--- src/rtl/fifo_pkt_reader.sv ---
`default_nettype none
// ============================================================================
//  Module   : fifo_pkt_reader
//  Purpose  : Drains the camera async FIFO into UDP packets on the read clock;
//             optional end-of-frame flush enabled by FIFO_PKT_TIMEOUT_EN.
//  Revision : 1.0  initial release
// ============================================================================
module fifo_pkt_reader #(
    parameter int DATA_W      = 8,
    parameter int LVL_W       = 12,
    parameter int PKT_LEN     = 1024,
    parameter int GAP_CYC     = 16,
    parameter int TIMEOUT_CYC = 65535
) (
    input  logic              rd_clk,
    input  logic              rd_rst_n,
    output logic              fifo_rd_en,
    input  logic [DATA_W-1:0] fifo_rd_data,
    input  logic              fifo_empty,
    input  logic [LVL_W-1:0]  fifo_rd_level,
    output logic              tx_start,
    output logic [15:0]       tx_byte_num,
    input  logic              tx_busy,
    input  logic              tx_req,
    output logic [DATA_W-1:0] tx_data,
    input  logic              tx_done,
    output logic [15:0]       pkt_cnt,
    output logic              underrun
);
    localparam logic [1:0]  S_IDLE  = 2'd0;
    localparam logic [1:0]  S_START = 2'd1;
    localparam logic [1:0]  S_SEND  = 2'd2;
    localparam logic [1:0]  S_GAP   = 2'd3;
    localparam logic [15:0] c_pkt_len  = 16'(PKT_LEN);
    localparam logic [15:0] c_gap_last = 16'(GAP_CYC - 1);

    logic [1:0]  r_state;
    logic [1:0]  w_state_nxt;
    logic [15:0] r_remain;
    logic [15:0] r_gap_cnt;
    logic [15:0] r_byte_num;
    logic [15:0] r_pkt_cnt;
    logic        r_ok_q;
    logic        r_underrun;
    logic [15:0] w_level;
    logic        w_pkt_ready;
    logic        w_flush;
    logic        w_grant;
    logic        w_miss;

    assign w_level     = 16'(fifo_rd_level);
    assign w_pkt_ready = (w_level >= c_pkt_len) && !tx_busy;
    assign w_grant     = (r_state == S_SEND) && tx_req && (r_remain != 16'd0) && !fifo_empty;
    assign w_miss      = (r_state == S_SEND) && tx_req && !w_grant;

`ifdef FIFO_PKT_TIMEOUT_EN
    localparam logic [15:0] c_timeout = 16'(TIMEOUT_CYC);
    logic [15:0] r_idle_cnt;
    logic        w_partial;

    assign w_partial = (w_level != 16'd0) && (w_level < c_pkt_len);
    assign w_flush   = (r_state == S_IDLE) && w_partial && (r_idle_cnt == c_timeout) && !tx_busy;

    // Saturates at the timeout so a busy transmitter just defers the flush.
    always_ff @(posedge rd_clk or negedge rd_rst_n) begin
        if (!rd_rst_n) begin
            r_idle_cnt <= 16'd0;
        end else if ((r_state != S_IDLE) || !w_partial || w_flush) begin
            r_idle_cnt <= 16'd0;
        end else if (r_idle_cnt != c_timeout) begin
            r_idle_cnt <= r_idle_cnt + 16'd1;
        end
    end
`else
    logic [15:0] w_unused_timeout;
    assign w_unused_timeout = 16'(TIMEOUT_CYC);
    assign w_flush          = 1'b0;
`endif

    always_ff @(posedge rd_clk or negedge rd_rst_n) begin
        if (!rd_rst_n) begin
            r_state <= S_IDLE;
        end else begin
            r_state <= w_state_nxt;
        end
    end

    always_comb begin
        w_state_nxt = r_state;
        case (r_state)
            S_IDLE:  if (w_pkt_ready || w_flush) w_state_nxt = S_START;
            S_START: w_state_nxt = S_SEND;
            S_SEND:  if (tx_done) w_state_nxt = S_GAP;
            S_GAP:   if (r_gap_cnt == c_gap_last) w_state_nxt = S_IDLE;
            default: w_state_nxt = S_IDLE;
        endcase
    end

    always_ff @(posedge rd_clk or negedge rd_rst_n) begin
        if (!rd_rst_n) begin
            r_remain   <= 16'd0;
            r_gap_cnt  <= 16'd0;
            r_byte_num <= 16'd0;
            r_pkt_cnt  <= 16'd0;
            r_ok_q     <= 1'b0;
            r_underrun <= 1'b0;
        end else begin
            r_ok_q <= w_grant;
            if (w_miss) begin
                r_underrun <= 1'b1;
            end
            // A full packet wins over a flush; both snapshot the length once.
            if ((r_state == S_IDLE) && w_pkt_ready) begin
                r_byte_num <= c_pkt_len;
                r_remain   <= c_pkt_len;
            end else if (w_flush) begin
                r_byte_num <= w_level;
                r_remain   <= w_level;
            end else if (w_grant) begin
                r_remain <= r_remain - 16'd1;
            end
            if ((r_state == S_SEND) && tx_done) begin
                r_pkt_cnt <= r_pkt_cnt + 16'd1;
            end
            r_gap_cnt <= (r_state == S_GAP) ? (r_gap_cnt + 16'd1) : 16'd0;
        end
    end

    always_comb begin
        fifo_rd_en  = w_grant;
        tx_start    = (r_state == S_START);
        tx_byte_num = r_byte_num;
        tx_data     = r_ok_q ? fifo_rd_data : '0;
        pkt_cnt     = r_pkt_cnt;
        underrun    = r_underrun;
    end

endmodule
`default_nettype wire
--- config.mk ---
export PLATFORM = sky130hd
export DESIGN_NAME = fifo_pkt_reader
export DESIGN_NICKNAME = d
export VERILOG_FILES = /design/src/rtl/fifo_pkt_reader.sv
export SDC_FILE = /design/constraint.sdc
export NUM_CORES = 1
export LEC_CHECK = 0
export CELL_PAD_IN_SITES_DETAIL_PLACEMENT = 1
export CELL_PAD_IN_SITES_GLOBAL_PLACEMENT = 2
export CORE_MARGIN = 1
export CORE_UTILIZATION = 31
export DETAILED_ROUTE_END_ITERATION = 12
export PLACE_DENSITY_LB_ADDON = 0.1
export SYNTH_ARGS = -nofsm -noshare
export SYNTH_HDL_FRONTEND = slang
export SYNTH_SLANG_ARGS = --single-unit
export TNS_END_PERCENT = 20
--- constraint.sdc ---
create_clock -name rd_clk -period 2.4 [get_ports rd_clk]
set_input_delay 0.24 -clock rd_clk [delete_from_list [all_inputs] [get_ports rd_clk]]
set_output_delay 0.24 -clock rd_clk [all_outputs]
set_load 0.005 [all_outputs]
==> summary.txt <==
Run status
  • Status: finished clean

Worst setup path
  • Worst Reg2Reg Path Length in Cells: 7
  • Critical Path Sink Type: output port
  • Data required, critical path: 2.16 ns
  • Slowest stage cell on the critical path: sky130_fd_sc_hd__or4b_4
  • Classification of the worst setup path: reg2out
  • Worst endpoint data arrival time: 2.05 ns
  • Crit start category: flip-flop
  • Critical-path maximum fanout: 3
  • Cell Chain, Critical Path: inv_1, ha_1, or4b_4, nor4_4, a21oi_2, dlygate4sd2_1
  • Largest incremental delay on the critical path: 0.50 ns

Synthesis
  • Share of synthesized cell area in and, or, nand and nor gates: 25.26%
  • Mapped cell area: 2918 sq um
  • Fraction of synthesized cell area in xor and xnor cells: 7.804%
  • Count of yosys warnings during synthesis: 0
  • Largest family of logic cells by synthesized area: simple AND/OR/NAND/NOR gates
  • Synthesized netlist cell count: 296
  • Average cell area after synthesis: 9.857 sq um
  • Synth Area in Compound Gates: 9.906%
  • Multiplexer share of the synthesized area: 1.115%
  • Leading area contributor after synthesis: sky130_fd_sc_hd__dfrtp_1
  • Most area-consuming cells after synthesis: sky130_fd_sc_hd__dfrtp_1 (45%), sky130_fd_sc_hd__xnor2_1 (5.1%), sky130_fd_sc_hd__buf_4 (3.9%)
  • Distinct cell type count after synthesis: 55
  • Adder-cell area share of the yosys netlist: 3.431%
  • Flops & latches, synth: 53
  • Sequential fraction of the synthesis area: 45.45%
  • Post-synth top area share: 45.45%

Routing
  • Remaining antenna violation count after routing: 0
  • 1st-iter DRT viols: 48
  • Wire per inst: 15.68 um
  • Wirelength, routed: 7246 um
  • DRC viols: 0
  • Number of detailed-routing iterations run before antenna repair: 4
  • Via total after detailed routing: 2,339
  • Post-detailed-route via-to-cell ratio: 5.063

Placement
  • Place WS: 0.1352 ns
  • IO buf count: 43
  • Detailed Place HPWL: 5212 um
  • Final weighted congestion in routability-driven placement: 0.7710
  • Placed Instance Area: 3470 sq um

Global route
  • Maximum number of pins on one net before global-route repair: 32
  • Global-route wire length before repair: 12,720 um
  • Via count of the first global-routing pass: 2,465
  • Antenna violations before repair: 0
  • Total Routing Usage GR: 16.51%
  • Global route overflow: 0

Clocking
  • CTS Root Buffer Type: sky130_fd_sc_hd__clkbuf_8
  • Num CTS Buffers: 5
  • CTS tree: done
  • Total number of H-tree levels: 2
  • TritonCTS sink count: 53
  • Register clock-pin slew on the reported worst setup and hold paths: 0.11 ns
  • Worst-skew pair later-pin latency: 0.32 ns
  • Worst-case clock buffer depth: 2

Floorplanning
  • # IOs: 69
  • Floorplan die height: 99.02 um
  • Die span in x: 99.02 um
  • Initial standard-cell utilization of the core: 31.73%
  • Area of the core region: 9196 sq um
  • Area of the die: 9804 sq um
  • Cell row count: 35

STA
  • Setup repair after global routing missed its margin: no
  • Part of the cycle the worst path needs: 95.27%
  • Time the final worst path needs with I/O delays and setup: 2.286 ns
  • Worst slew margin relative to its limit: 60.99%
  • Actual slew at the worst max-slew pin: 0.5851 ns
  • Final Skew: 0.01027 ns
  • Final setup margin: 0.1135 ns
  • Fmax: 437.4 MHz
  • Finish-stage setup viols: 0
  • Worst hold slack across all endpoints: 0.4418 ns
  • Post-Route Setup TNS: 0 ns
  • Final Slew Violations: 0
  • Number of hold violations in the final report: 0

Power
  • Post-layout power: 3.038 mW
  • Peak VDD IR: 0.0004085 V
  • Leakage power total: 1.504 nW
  • Power density over cell area: 842.7 nW/um^2

Layout
  • Total Nets Final: 384
  • Final-layout fill cell count: 1,050
  • Layout overhead on the synthesized area: 23.54%
  • Post-route cell area: 3605 sq um
  • Ant diodes: 0
  • Fraction of final layout cells with drive strength greater than 1: 8.832%

Flow run
  • Max Cap Violations: 0

Worst hold path
  • Worst min-delay path category: in2async
==> worst paths after layout <==
kind	slack, ns	from	endpoint
setup / recovery	0.11	r_remain[0]	fifo_rd_en
hold / removal	0.44	rd_rst_n	r_gap_cnt[13]
setup reg to reg	0.18	r_remain[0]	r_remain[1]
hold reg to reg	0.47	r_gap_cnt[0]	r_gap_cnt[0]
max in group asynchronous	1.38	rd_rst_n	r_remain[12]
min in group rd_clk	0.47	r_gap_cnt[0]	r_gap_cnt[0]
==> timing repair <==
item | CTS | global route
gates resized for setup | 1 | 0
setup buffers | 2 | 0
hold buffers | 1 | 0
hold endpoints to repair | 22 | 0
endpoints found under the setup margin | 1 | 0
==> critical path, delay by kind of cell, from the launching register on <==
family	cells	cell delay, ns
simple gates	2	0.70
flops	1	0.38
buf+inv	2	0.37
fa+ha+maj	1	0.17
compound gates	1	0.11
==> registers in the layout, summed over array words and instances (netlist names) <==
| name | cells |
|---|---|
| r_ok_q | 1 |
| underrun | 1 |
| r_gap_cnt | 16 |
| r_state | 2 |
| r_remain | 16 |
| tx_byte_num | 1 |
| pkt_cnt | 16 |
==> per-stage QoR <==
stage	instances	util, %
floorplan	310	-
global placement	451	37.73
detailed placement	451	37.73
CTS	462	39.20
global route	462	39.20
finish	462	39.20
==> per-layer routing <==
layer,vias up,share of wire (%),GRT usage [%],wire [um]
met5,-,0,0,0
met4,0,1.3,5.166,97
met3,10,2.1,2.553,154
met2,32,50,27.54,3594
met1,1163,47,22.00,3399
li1,1134,-,-,-
==> logic make-up (layout without fill, tap and decap cells) <==
kind of cell | after synthesis | in the layout
adder cells (fa/ha/maj) | 8 | 8
multiplexers | 3 | 3
AO/OA/AOI/OAI | 40 | 40
XOR/XNOR | 26 | 26
AND/OR/NAND/NOR | 130 | 130
other | 1 | 15
flip-flops | 53 | 53
buffers and inverters | 35 | 76
==> cell usage in the layout, fill, tap and decap left out, types with 10 or more instances in the layout <==
cell type                         count
sky130_fd_sc_hd__conb_1              15
sky130_fd_sc_hd__dfrtp_1             53
sky130_fd_sc_hd__xnor2_1             17
sky130_fd_sc_hd__and2_1              10
sky130_fd_sc_hd__nand2_1             19
sky130_fd_sc_hd__clkdlybuf4s50_1     41
sky130_fd_sc_hd__nor2_1              26
sky130_fd_sc_hd__buf_4               12
sky130_fd_sc_hd__inv_1               11
sky130_fd_sc_hd__nand3_1             11
sky130_fd_sc_hd__nor3_1              10
==> layout make-up <==
class | instances | area, sq um | area share [%]
multi-input combinational | 222 | 1443 | 40.02
sequential | 53 | 1326 | 36.79
tap | 111 | 138.9 | 3.853
inverter | 11 | 41.29 | 1.145
clock buffer | 6 | 72.57 | 2.013
timing repair buffer | 57 | 544.3 | 15.10
clock inverter | 2 | 38.79 | 1.076
==> synthesized netlist by cell type, drive strengths merged <==
| library cell | number |
|---|---|
| ha | 8 |
| o31ai | 5 |
| o211a | 1 |
| a221o | 1 |
| dfrtp | 53 |
| o311ai | 1 |
| a2111oi | 3 |
| nand2 | 19 |
| nor2 | 26 |
| a21oi | 9 |
| a211oi | 2 |
| mux2i | 1 |
| nor3 | 10 |
| nand3 | 11 |
| nor2b | 1 |
| o21ba | 1 |
| nor3b | 1 |
| o211ai | 4 |
| nand4 | 9 |
| nor4 | 8 |
| o41ai | 1 |
| o2111ai | 1 |
| or3 | 9 |
| a31o | 2 |
| mux2 | 2 |
| nand4b | 1 |
| xnor2 | 17 |
| or4 | 9 |
| and2 | 10 |
| clkbuf | 5 |
| o21ai | 6 |
| inv | 11 |
| and3b | 1 |
| or2 | 2 |
| or3b | 2 |
| or4b | 2 |
| and4 | 3 |
| xor2 | 9 |
| conb | 1 |
| a41o | 1 |
| buf | 19 |
| and3 | 1 |
| nand3b | 2 |
| a31oi | 2 |
| nand2b | 3 |
==> report_power, final <==
group | internal, mW | leakage, nW | switching (mW) | total [mW]
registers | 1.06 | 0.707 | 0.196 | 1.26
logic | 0.539 | 0.742 | 0.609 | 1.15
clock network | 0.314 | 0.0554 | 0.318 | 0.632
(Power assumes the default switching activity.)
